==> config.mk <==
export PLATFORM = sky130hd
export DESIGN_NAME = timer_apb_regs
export DESIGN_NICKNAME = d
export VERILOG_FILES = /design/src/rtl/timer_apb_regs.sv
export SDC_FILE = /design/constraint.sdc
export NUM_CORES = 1
export LEC_CHECK = 0
export BUFFER_PORTS_ARGS = -buffer_cell sky130_fd_sc_hd__buf_4
export CAP_MARGIN = 20
export CORE_MARGIN = 2
export CORE_UTILIZATION = 41
export CTS_CLUSTER_SIZE = 14
export DETAILED_ROUTE_END_ITERATION = 10
export PLACE_DENSITY_LB_ADDON = 0.08
export SETUP_SLACK_MARGIN = 0.2
export SYNTH_ARGS = -nofsm -noshare
export SYNTH_HDL_FRONTEND = slang
export SYNTH_SLANG_ARGS = --single-unit
==> constraint.sdc <==
create_clock -name clk -period 3.05 [get_ports clk]
set_input_delay 0.1525 -clock clk [delete_from_list [all_inputs] [get_ports clk]]
set_output_delay 0.1525 -clock clk [all_outputs]
set_load 0.01 [all_outputs]
==> src/rtl/timer_apb_regs.sv <==
// APB3 register block for one 8-bit timer core.
// It holds the reload value (TDR), the control register (TCR) and the
// sticky status flags (TSR). It also forwards the live count (TCNT) to
// software. The LOAD trigger becomes a one-cycle registered pulse.
module timer_apb_regs #(
  parameter int ADDR_W = 8,
  parameter int DATA_W = 32
) (
  input  logic              clk,
  input  logic              rst_n,
  input  logic              psel,
  input  logic              penable,
  input  logic              pwrite,
  input  logic [ADDR_W-1:0] paddr,
  input  logic [DATA_W-1:0] pwdata,
  output logic [DATA_W-1:0] prdata,
  output logic              pready,
  output logic              pslverr,
  input  logic [7:0]        tcnt_i,
  input  logic              ovf_i,
  input  logic              udf_i,
  output logic              tmr_load,
  output logic [7:0]        tmr_data,
  output logic              tmr_en,
  output logic              tmr_up_dw,
  output logic [1:0]        tmr_cks,
  output logic              irq
);

  localparam logic [1:0] OFS_TDR  = 2'd0;
  localparam logic [1:0] OFS_TCR  = 2'd1;
  localparam logic [1:0] OFS_TSR  = 2'd2;
  localparam logic [1:0] OFS_TCNT = 2'd3;

  // TCR storage mask: LOAD (bit4) and bit7 are never stored.
  localparam logic [7:0] TCR_MASK = 8'h6F;

  logic [7:0] r_tdr;
  logic [7:0] r_tcr;
  logic       r_ovf;
  logic       r_udf;
  logic       r_lost;
  logic       r_load;

  logic       w_access;
  logic       w_bad_addr;
  logic       w_wr_ok;
  logic       w_rd_ok;
  logic       w_wr_tdr;
  logic       w_wr_tcr;
  logic       w_wr_tsr;
  logic       w_clr_ovf;
  logic       w_clr_udf;
  logic       w_clr_lost;
  logic       w_lost_evt;
  logic [7:0] w_rd_byte;
  logic       w_unused_bits;

  assign w_access   = psel & penable;
  assign w_bad_addr = |paddr[ADDR_W-1:4];
  assign w_wr_ok    = w_access & pwrite & ~w_bad_addr;
  assign w_rd_ok    = w_access & ~pwrite & ~w_bad_addr;

  assign w_wr_tdr = w_wr_ok & (paddr[3:2] == OFS_TDR);
  assign w_wr_tcr = w_wr_ok & (paddr[3:2] == OFS_TCR);
  assign w_wr_tsr = w_wr_ok & (paddr[3:2] == OFS_TSR);

  assign w_clr_ovf  = w_wr_tsr & pwdata[0];
  assign w_clr_udf  = w_wr_tsr & pwdata[1];
  assign w_clr_lost = w_wr_tsr & pwdata[2];

  // A repeat event counts as lost only if software is not acknowledging
  // the same flag on that edge.
  assign w_lost_evt = (ovf_i & r_ovf & ~w_clr_ovf) | (udf_i & r_udf & ~w_clr_udf);

  assign w_unused_bits = ^{paddr[1:0], pwdata[DATA_W-1:8]};

  // Reload value and control fields; LOAD is turned into a single-cycle pulse.
  always_ff @(posedge clk or negedge rst_n) begin
    if (!rst_n) begin
      r_tdr  <= 8'h00;
      r_tcr  <= 8'h00;
      r_load <= 1'b0;
    end else begin
      if (w_wr_tdr) r_tdr <= pwdata[7:0];
      if (w_wr_tcr) r_tcr <= pwdata[7:0] & TCR_MASK;
      r_load <= w_wr_tcr & pwdata[4];
    end
  end

  // Sticky status flags: a hardware set beats a W1C clear on the same edge.
  always_ff @(posedge clk or negedge rst_n) begin
    if (!rst_n) begin
      r_ovf  <= 1'b0;
      r_udf  <= 1'b0;
      r_lost <= 1'b0;
    end else begin
      r_ovf  <= ovf_i | (r_ovf & ~w_clr_ovf);
      r_udf  <= udf_i | (r_udf & ~w_clr_udf);
      r_lost <= w_lost_evt | (r_lost & ~w_clr_lost);
    end
  end

  // Read mux; everything reads zero outside a valid read access.
  always_comb begin
    w_rd_byte = 8'h00;
    if (w_rd_ok) begin
      case (paddr[3:2])
        OFS_TDR:  w_rd_byte = r_tdr;
        OFS_TCR:  w_rd_byte = r_tcr;
        OFS_TSR:  w_rd_byte = {5'b00000, r_lost, r_udf, r_ovf};
        OFS_TCNT: w_rd_byte = tcnt_i;
        default:  w_rd_byte = 8'h00;
      endcase
    end
  end

  assign prdata  = {{(DATA_W-8){1'b0}}, w_rd_byte};
  assign pready  = 1'b1;
  assign pslverr = w_access & w_bad_addr;

  assign tmr_load  = r_load;
  assign tmr_data  = r_tdr;
  assign tmr_en    = r_tcr[0];
  assign tmr_up_dw = r_tcr[1];
  assign tmr_cks   = r_tcr[3:2];

  assign irq = (r_ovf & r_tcr[5]) | (r_udf & r_tcr[6]);

endmodule

# ---- Yosys cells after proc, flatten, opt, wreduce, memory -nomap -nowiden
# Cells that the tools add are included.
dict set report word_totals {
  regBits 18
  latchBits 0
  ram_bits 0
  rom_bits 0
  inputBits 55
  out_inout_bits 48
  wordCells 45
  n_memories 0
}
dict set report op_classes {
  n_addsub 0
  n_mul 0
  div 0
  magnitude_cmp 0
  n_eq_ne 3
  shifts 0
  muxes 2
  bitwise 32
  n_reduce_logical 2
}
# op n
set op_table {}
lappend op_table {{one-hot mux 8 bit (4 select lines)} 1}
lappend op_table {{bitwise AND 1 bit} 22}
lappend op_table {{two-way mux 8 bit} 1}
lappend op_table {{NOT 1 bit} 5}
lappend op_table {{bitwise OR 1 bit} 5}
lappend op_table {{== test 2 bit, second input constant} 2}
lappend op_table {{OR reduction 4 bit} 1}
lappend op_table {{== test 2 x 1 -> 1 bit, second input constant} 1}
lappend op_table {{zero test 2 bit} 1}

# ---- Logic depth before layout (Yosys ltp)
# Gate-level depths: netlist of the first run.
dict set report depth {
  word_depth 9
  mapped_depth 5
  mapped_depth_nobuf 3
}

# ---- Least setup slack after synthesis of the first run
# No wires, ideal clock.
dict set report synth_path {
  path_kind {input to register}
  startpoint {input port paddr[5]}
  endpoint {register r_tdr[0], in the netlist tmr_data[0]}
  setup_time_ps 125
  arrival_ps 1592
  t_required_ps 2925
  setup_slack_ps 1333
  cell_stages 4
  path_buffers 1
  path_cell_list {or4_4 buf_6 nor4_4 mux2_2}
}
dict set report synth_via {
  elab_chain_len 4
}
# element line
set synth_lines {}
lappend synth_lines {{start, declared} 14} ;# input logic [ADDR_W-1:0] paddr,
lappend synth_lines {{OR reduction 4 bit} 60} ;# assign w_bad_addr = |paddr[ADDR_W-1:4];
lappend synth_lines {{NOT 1 bit} 61} ;# assign w_wr_ok = w_access & pwrite & ~w_bad_addr;
lappend synth_lines {{bitwise AND 1 bit} 61}
lappend synth_lines {{bitwise AND 1 bit} 64} ;# assign w_wr_tdr = w_wr_ok & (paddr[3:2] == OFS_TDR);
lappend synth_lines {{end signal, assigned} 85} ;# if (w_wr_tdr) r_tdr <= pwdata[7:0];
lappend synth_lines {{end, declared} 38} ;# logic [7:0] r_tdr;
# No other way between the ends.
# A chain may end at the register's enable or synchronous reset.

# ---- Final worst setup path of the first run
dict set report layout_path {
  startpoint {input port paddr[5]}
  endpoint {output port prdata[7]}
}
dict set report layout_via {
  elab_chain_len 4
}
# element line
set layout_lines {}
lappend layout_lines {{OR reduction 4 bit} 60}
lappend layout_lines {{NOT 1 bit} 62} ;# assign w_rd_ok = w_access & ~pwrite & ~w_bad_addr;
lappend layout_lines {{bitwise AND 1 bit} 62}
lappend layout_lines {{two-way mux 8 bit} 107} ;# if (w_rd_ok) begin
lappend layout_lines {{end, declared} 16} ;# output logic [DATA_W-1:0] prdata,
# No other way between the ends.

==> results of run 1 <==
==> timing repair <==
action / CTS / global route
hold endpoints to repair: 18 / 0
resized for setup: 0 / 0
hold buffers: 1 / 0
endpoints found under the setup margin: 0 / 0
==> sequential cells by signal, indices dropped and copies added, names as in the netlist <==
name,count
r_lost,1
tmr_data,8
tmr_load,1
r_tcr,6
r_udf,1
r_ovf,1
==> worst paths after layout <==
path | startpoint | to | slack [ns] | cells past startpoint
setup / recovery | paddr[5] | prdata[7] | 1.17 | 5
hold / removal | udf_i | r_udf$_DFF_PN0_ | 0.06 | 3
setup reg to reg | r_ovf$_DFF_PN0_ | r_lost$_DFF_PN0_ | 2.23 | 2
hold reg to reg | r_lost$_DFF_PN0_ | r_lost$_DFF_PN0_ | 0.53 | 2
max in group asynchronous | rst_n | r_tcr[6]$_DFFE_PN0P_ | 2.59 | 2
min in group asynchronous | rst_n | r_tcr[2]$_DFFE_PN0P_ | 0.25 | 2
==> layout make-up <==
cell class	instances	area [sq um]	share of cell area [%]
flip-flops and latches	18	450.4	29.93
clock buffers	3	22.52	1.496
well taps	31	38.79	2.577
repair buffers	52	392.9	26.10
inverters	3	11.26	0.7481
multi-input cells	78	589.3	39.15
==> metrics by stage <==
step | std cells | total power, uW | utilization (%) | setup WS [ns] | hold slack (ns)
final | 185 | 477.5 | 54.58 | 1.168 | 0.05675
after global routing | 185 | 510.1 | 54.58 | 1.095 | 0.05689
after CTS | 185 | 487.2 | 54.58 | 1.137 | 0.05026
after detailed placement | 181 | 366.5 | 53.40 | 1.034 | 0.03976
after global placement | 181 | 364.1 | 53.40 | 1.056 | 0.03913
after floorplan | 130 | 335.0 | - | 1.333 | -0.1431
==> critical path, delay by kind of cell <==
| family | cells | cell delay (ns) |
|---|---|---|
| buf+inv | 2 | 0.25 |
| simple gates | 3 | 1.32 |
==> cell usage in the layout (no fill, tap or decap), types with 4 or more instances in the layout <==
| cell type | Yosys | layout |
|---|---|---|
| nor2_1 | 6 | 6 |
| mux2_2 | 14 | 14 |
| buf_4 | 27 | 51 |
| conb_1 | 2 | 25 |
| dfrtp_1 | 18 | 18 |
| nor2b_1 | 4 | 4 |
==> synth_stat cells, types with 2 or more instances <==
cell / number
a22oi_1: 2
a2bb2oi_1: 3
and2_1: 2
buf_4: 27
clkbuf_1: 3
conb_1: 2
dfrtp_1: 18
inv_1: 3
mux2_2: 14
mux2i_1: 3
mux4_2: 3
nand2_1: 3
nand3b_1: 3
nor2_1: 6
nor2b_1: 4
nor4_4: 2
o31ai_1: 3
==> logic make-up (layout without fill, tap and decap cells) <==
group                  Yosys count  in the layout
AND/OR/NAND/NOR                 23             23
other                            2             25
buffers and inverters           34             58
multiplexers                    20             20
flip-flops                      18             18
AO/OA/AOI/OAI                   10             10
==> metal layers <==
layer  GRT usage [%]  part of all wire, %  up-vias
met5               0                    0        -
met4           4.983                 0.66        0
met1           21.26                   39      434
met2           29.22                   52       51
li1                -                    -      421
met3           3.348                  8.1        4
==> power by group through the flow <==
stage | clock, uW | combinational [uW] | sequential, uW
3_3_place_gp | 0 | 106 | 258
6_report | 116 | 108 | 254
4_1_cts | 124 | 109 | 254
3_5_place_dp | 0 | 107 | 259
5_1_grt | 136 | 118 | 256
2_1_floorplan | 0 | 74.5 | 261
==> flow_summary.ini, run 1 <==
[power]
clock_network_fraction_of_total_power_pct = 24.2
power.density_cell_area_nw_per_um2 = 317.3
intPower_uw = 349.0
netSwitchingPower_uw = 128.5
maximum_resistive_drop_on_vdd_v = 0.0002536
share_comb_of_total_power_pct = 22.5
power.leakage_uw = 0.0007718
power.share.switching_pct = 26.91
seq_power_share_pct = 53.2

[grt]
number_of_antenna_violations_at_the_first_check_in_global_routing = 0
grt_pass1_wl_um = 4257
grt_pass1_vias = 869
overall_fraction_of_global_route_tracks_in_use_pct = 16.85
grt_start_max_net_pins = 19
global_route.overflow_total = 0

[logic_synthesis]
synthesis.yosys.warnings = 0
synth.mux.area_fraction_pct = 21.45
flip_flop_and_latch_count_after_synthesis = 18
synthXorXnorAreaFrac_pct = 0
dominant_combinational_cell_family_by_area_after_synthesis = multiplexers
post-synth-top-area-cell = dfrtp_1
synthCells = 107
syn_area_sq_um = 1190
ys_dominant_reg_cell = dfrtp_1
synth_largest_type_area_fraction_pct = 37.85
ys_types = 23
synth.yosys.seq_area_share_pct = 37.85
adder_and_majority_gate_portion_of_the_synthesized_area_pct = 0
synth_compound_area_share_pct = 6.835
synth_edf_count = 0
post_synth_main_area_contributors = dfrtp_1 38%, buf_4 17%, mux2_2 13%
synth.avg_cell_area_sq_um = 11.12
async_reset_ff_share_pct = 100.0
synthSimpleGateAreaFrac_pct = 13.35

[drt]
drt_pre_antenna_iters = 4
drtIter0Drc = 14
wl_per_cell_um = 13.95
final_antenna_net_count = 0
postRouteWirelength_um = 2580
route.detailed.drc = 0
avgViaCountPerCell = 4.919
detailroute.via_count = 910

[outcome]
run_status = completed

[cts]
cts.clk_slew.worst_paths_ns = 0.10
cts-buffers-inserted = 3
buffers_from_clock_root_to_sink_at_most = 2
clk_latency_ns = 0.29
clockRootBuffer = clkbuf_4
post-cts-setup-buffers = 0
numClockSinks = 18
cts-htree-levels = 1
tritoncts_clock_tree = built

[sta]
rsz0062_at_grt = false
hold_violations_final = 0
final_period_util_pct = 61.69
setup-tns-final_ns = 0
worst_pin_slew_ns = 0.6227
clock.fmax_mhz = 531.4
max-slew-margin-rel_pct = 58.18
maxSlewViolCount = 0
report.final.setup_viol = 0
finalWorstPathRequiredPeriod_ns = 1.882
timing.clock.skew_ns = 0.0005794

[placed_design]
gpl.final_weighted_congestion = 0.6593
dpl_cell_area_sq_um = 1473
numPortBuffers = 51
dp_hpwl_um = 2024

[floorplan]
standard_cell_rows = 19
initial_core_util_pct = 43.15
fp.dieH_um = 57.87
floorplan.die.width_um = 57.87
die_area_sq_um = 3349
io_pins = 103
floorplan.core_area_sq_um = 2758

[critical_path]
cp_max_fo = 8
critPathKind = input port to output port
cp.required_ns = 2.90
crit_slowest_cell = or4_4
timing.critical_path.cells = buf_4 > or4_4 > or3_1 > nor2_1 > buf_4
setup.worst_path.end_class = output port
startpoint_type = input port
critPathMaxStageDelay_ns = 0.59
critical_path.most_common_cell = buf_4
worst_ep_arrival_time_ns = 1.73

[final_layout]
layout.nets = 211
syn_to_final_growth_pct = 26.50
post_route_cells_drive_above_1_share_pct = 48.05
antennaDiodeCount = 0
cell_area_after_layout_sq_um = 1505
n_fill_cell = 257

[min_path]
min-delay-path-class = input port to register

[job]
drv.max_cap_violation_count = 0
No activity file was read; power rests on OpenSTA's default activity.
==> inputs of run 2 (changes only) <==
--- a/config.mk
+++ b/config.mk
@@ -5,10 +5,11 @@
 export SDC_FILE = /design/constraint.sdc
 export NUM_CORES = 1
 export LEC_CHECK = 0
+export ABC_AREA = 1
 export BUFFER_PORTS_ARGS = -buffer_cell sky130_fd_sc_hd__buf_4
 export CAP_MARGIN = 20
 export CORE_MARGIN = 2
-export CORE_UTILIZATION = 41
+export CORE_UTILIZATION = 39
 export CTS_CLUSTER_SIZE = 14
 export DETAILED_ROUTE_END_ITERATION = 10
 export PLACE_DENSITY_LB_ADDON = 0.08
==> constraint.sdc (replaced) <==
create_clock -name clk -period 1.9 [get_ports clk]
set_input_delay 0.095 -clock clk [delete_from_list [all_inputs] [get_ports clk]]
set_output_delay 0.095 -clock clk [all_outputs]
set_load 0.01 [all_outputs]
==> flow_summary.ini, run 2 <==
[outcome]
run_status = completed

[cts]
cts_resized = 0
post-cts-setup-buffers = 0
buffers_from_clock_root_to_sink_at_most = 2
tritoncts_clock_tree = built
cts-htree-levels = 1
clockRootBuffer = clkbuf_4
cts.clk_slew.worst_paths_ns = 0.12
clk_latency_ns = 0.30
cts-buffers-inserted = 3
cts_hold_buffers = 3
numClockSinks = 18

[logic_synthesis]
synth_largest_type_area_fraction_pct = 34.88
syn_area_sq_um = 1291
most_numerous_cell_types_in_the_synthesized_netlist = 40 x nand2_1, 27 x buf_4, 18 x dfrtp_1
ys_dominant_reg_cell = dfrtp_1
synthCells = 160
synth_edf_count = 0
post-synth-top-area-cell = dfrtp_1
async_reset_ff_share_pct = 100.0
synth.yosys.seq_area_share_pct = 34.88
synthMostInstantiatedCell = nand2_1
synthesis.yosys.warnings = 0
flip_flop_and_latch_count_after_synthesis = 18
ys_types = 23
post_synth_main_area_contributors = dfrtp_1 35%, buf_4 16%, nand2_1 12%
synth.avg_cell_area_sq_um = 8.070

[power]
power.leakage_uw = 0.0009666
power.share.switching_pct = 28.96
share_comb_of_total_power_pct = 22.6
maximum_resistive_drop_on_vdd_v = 0.0002855
power.density_cell_area_nw_per_um2 = 509.6
clock_network_fraction_of_total_power_pct = 28.9
design_power_total_uw = 844.3
seq_power_share_pct = 48.5
intPower_uw = 599.8
netSwitchingPower_uw = 244.5

[critical_path]
cp_max_fo = 3
worst_ep_arrival_time_ns = 1.25
critPathKind = register to output port
startpoint_type = register
setup.worst_path.end_class = output port
cp.required_ns = 1.80

[final_layout]
syn_to_final_growth_pct = 28.29
antennaDiodeCount = 0
multi_input_gate_area_in_the_final_layout_sq_um = 634.4
layout.cells.most_common = buf_4
post-route-util_pct = 53.39
n_fill_cell = 321
post_route_cells_drive_above_1_share_pct = 39.62
layout.nets = 268
seqCellArea_sq_um = 450.4
mostFrequentLayoutCells = 51 x buf_4, 40 x nand2_1, 25 x conb_1
flip_flop_count_of_the_largest_register_after_layout = 8

[floorplan]
initial_core_util_pct = 41.61
fp.dieH_um = 61.54
standard_cell_rows = 20
io_pins = 103
die_area_sq_um = 3787
floorplan.core_area_sq_um = 3103
floorplan.die.width_um = 61.54

[grt]
grt_pass1_wl_um = 4416
grt_pass1_vias = 978
number_of_antenna_violations_at_the_first_check_in_global_routing = 0
global_route.overflow_total = 0
grt_start_max_net_pins = 19
overall_fraction_of_global_route_tracks_in_use_pct = 16.27

[sta]
rsz0062_at_grt = false
setup-tns-final_ns = 0
timing.clock.skew_ns = 0.0003705
final_period_util_pct = 70.79
hold_violations_final = 0
clock.fmax_mhz = 743.5
maxSlewViolCount = 0
report.final.setup_viol = 0
finalWorstPathRequiredPeriod_ns = 1.345

[placed_design]
gpl.final_weighted_congestion = 0.7689
dp_hpwl_um = 2314
numPortBuffers = 51

[drt]
drt_pre_antenna_iters = 4
avgViaCountPerCell = 4.316
route.detailed.drc = 0
final_antenna_net_count = 0
wl_per_cell_um = 11.42
detailroute.via_count = 1105
drtIter0Drc = 29
postRouteWirelength_um = 2923

[job]
drv.max_cap_violation_count = 0

[min_path]
min-delay-path-class = input port to register
## run 2: cell families after synthesis
kind of cell / after synthesis / synth area share, %
flops: 18 / 34.88
other cells: 2 / 0.5816
simple gates: 66 / 26.36
buf+inv: 47 / 22.67
compound gates: 27 / 15.50
## run 2: final cells by class
type | instances | area share, %
Multi-Input combinational cell | 118 | 38.29
Sequential cell | 18 | 27.19
Timing Repair Buffer | 54 | 24.92
Inverter | 18 | 4.079
Tap cell | 44 | 3.323
Clock buffer | 4 | 2.190
## run 2: power by group through the flow
stage               clock [uW]  combinational, uW  sequential (uW)
floorplan                    0                129              419
global placement             0                184              416
detailed placement           0                187              417
CTS                        248                193              410
global route               266                214              412
finish                     244                191              409
## run 2: stage by stage
stage               setup WS (ns)  cell area, sq um  std cells  hold slack, ns
global placement           0.6565              1590        249        -0.02427
global route               0.4837              1657        256         0.04455
finish                     0.5550              1657        256         0.04061
detailed placement         0.6389              1590        249        -0.02106
floorplan                  0.9881              1378        183         -0.2006
CTS                        0.5507              1657        256         0.03654
## run 2: critical path: stages (launching register included)
cell     delay (ns)
dfrtp_1        0.43
o21ai_1        0.14
nand2_1        0.05
a21oi_1        0.11
nor2_1         0.08
buf_4          0.14
## run 2: final timing paths
check	start	to	slack, ns	depth (start not counted)
setup reg to reg	r_udf$_DFF_PN0_	r_lost$_DFF_PN0_	1.13	4
hold reg to reg	r_lost$_DFF_PN0_	r_lost$_DFF_PN0_	0.52	2
setup / recovery	r_tcr[1]$_DFFE_PN0P_	prdata[1]	0.55	5
min in group asynchronous	rst_n	tmr_data[1]$_DFFE_PN0P_	0.19	2
hold / removal	pwdata[7]	tmr_data[7]$_DFFE_PN0P_	0.04	3
max in group asynchronous	rst_n	tmr_data[4]$_DFFE_PN0P_	1.49	2
## run 2: metal layers
metal | up-vias | GRT usage, % | part of all wire, %
li1 | 558 | - | -
met4 | 0 | 5.471 | 1.3
met2 | 54 | 28.57 | 49
met3 | 4 | 4.202 | 9.8
met1 | 489 | 19.22 | 40
met5 | - | 0 | 0
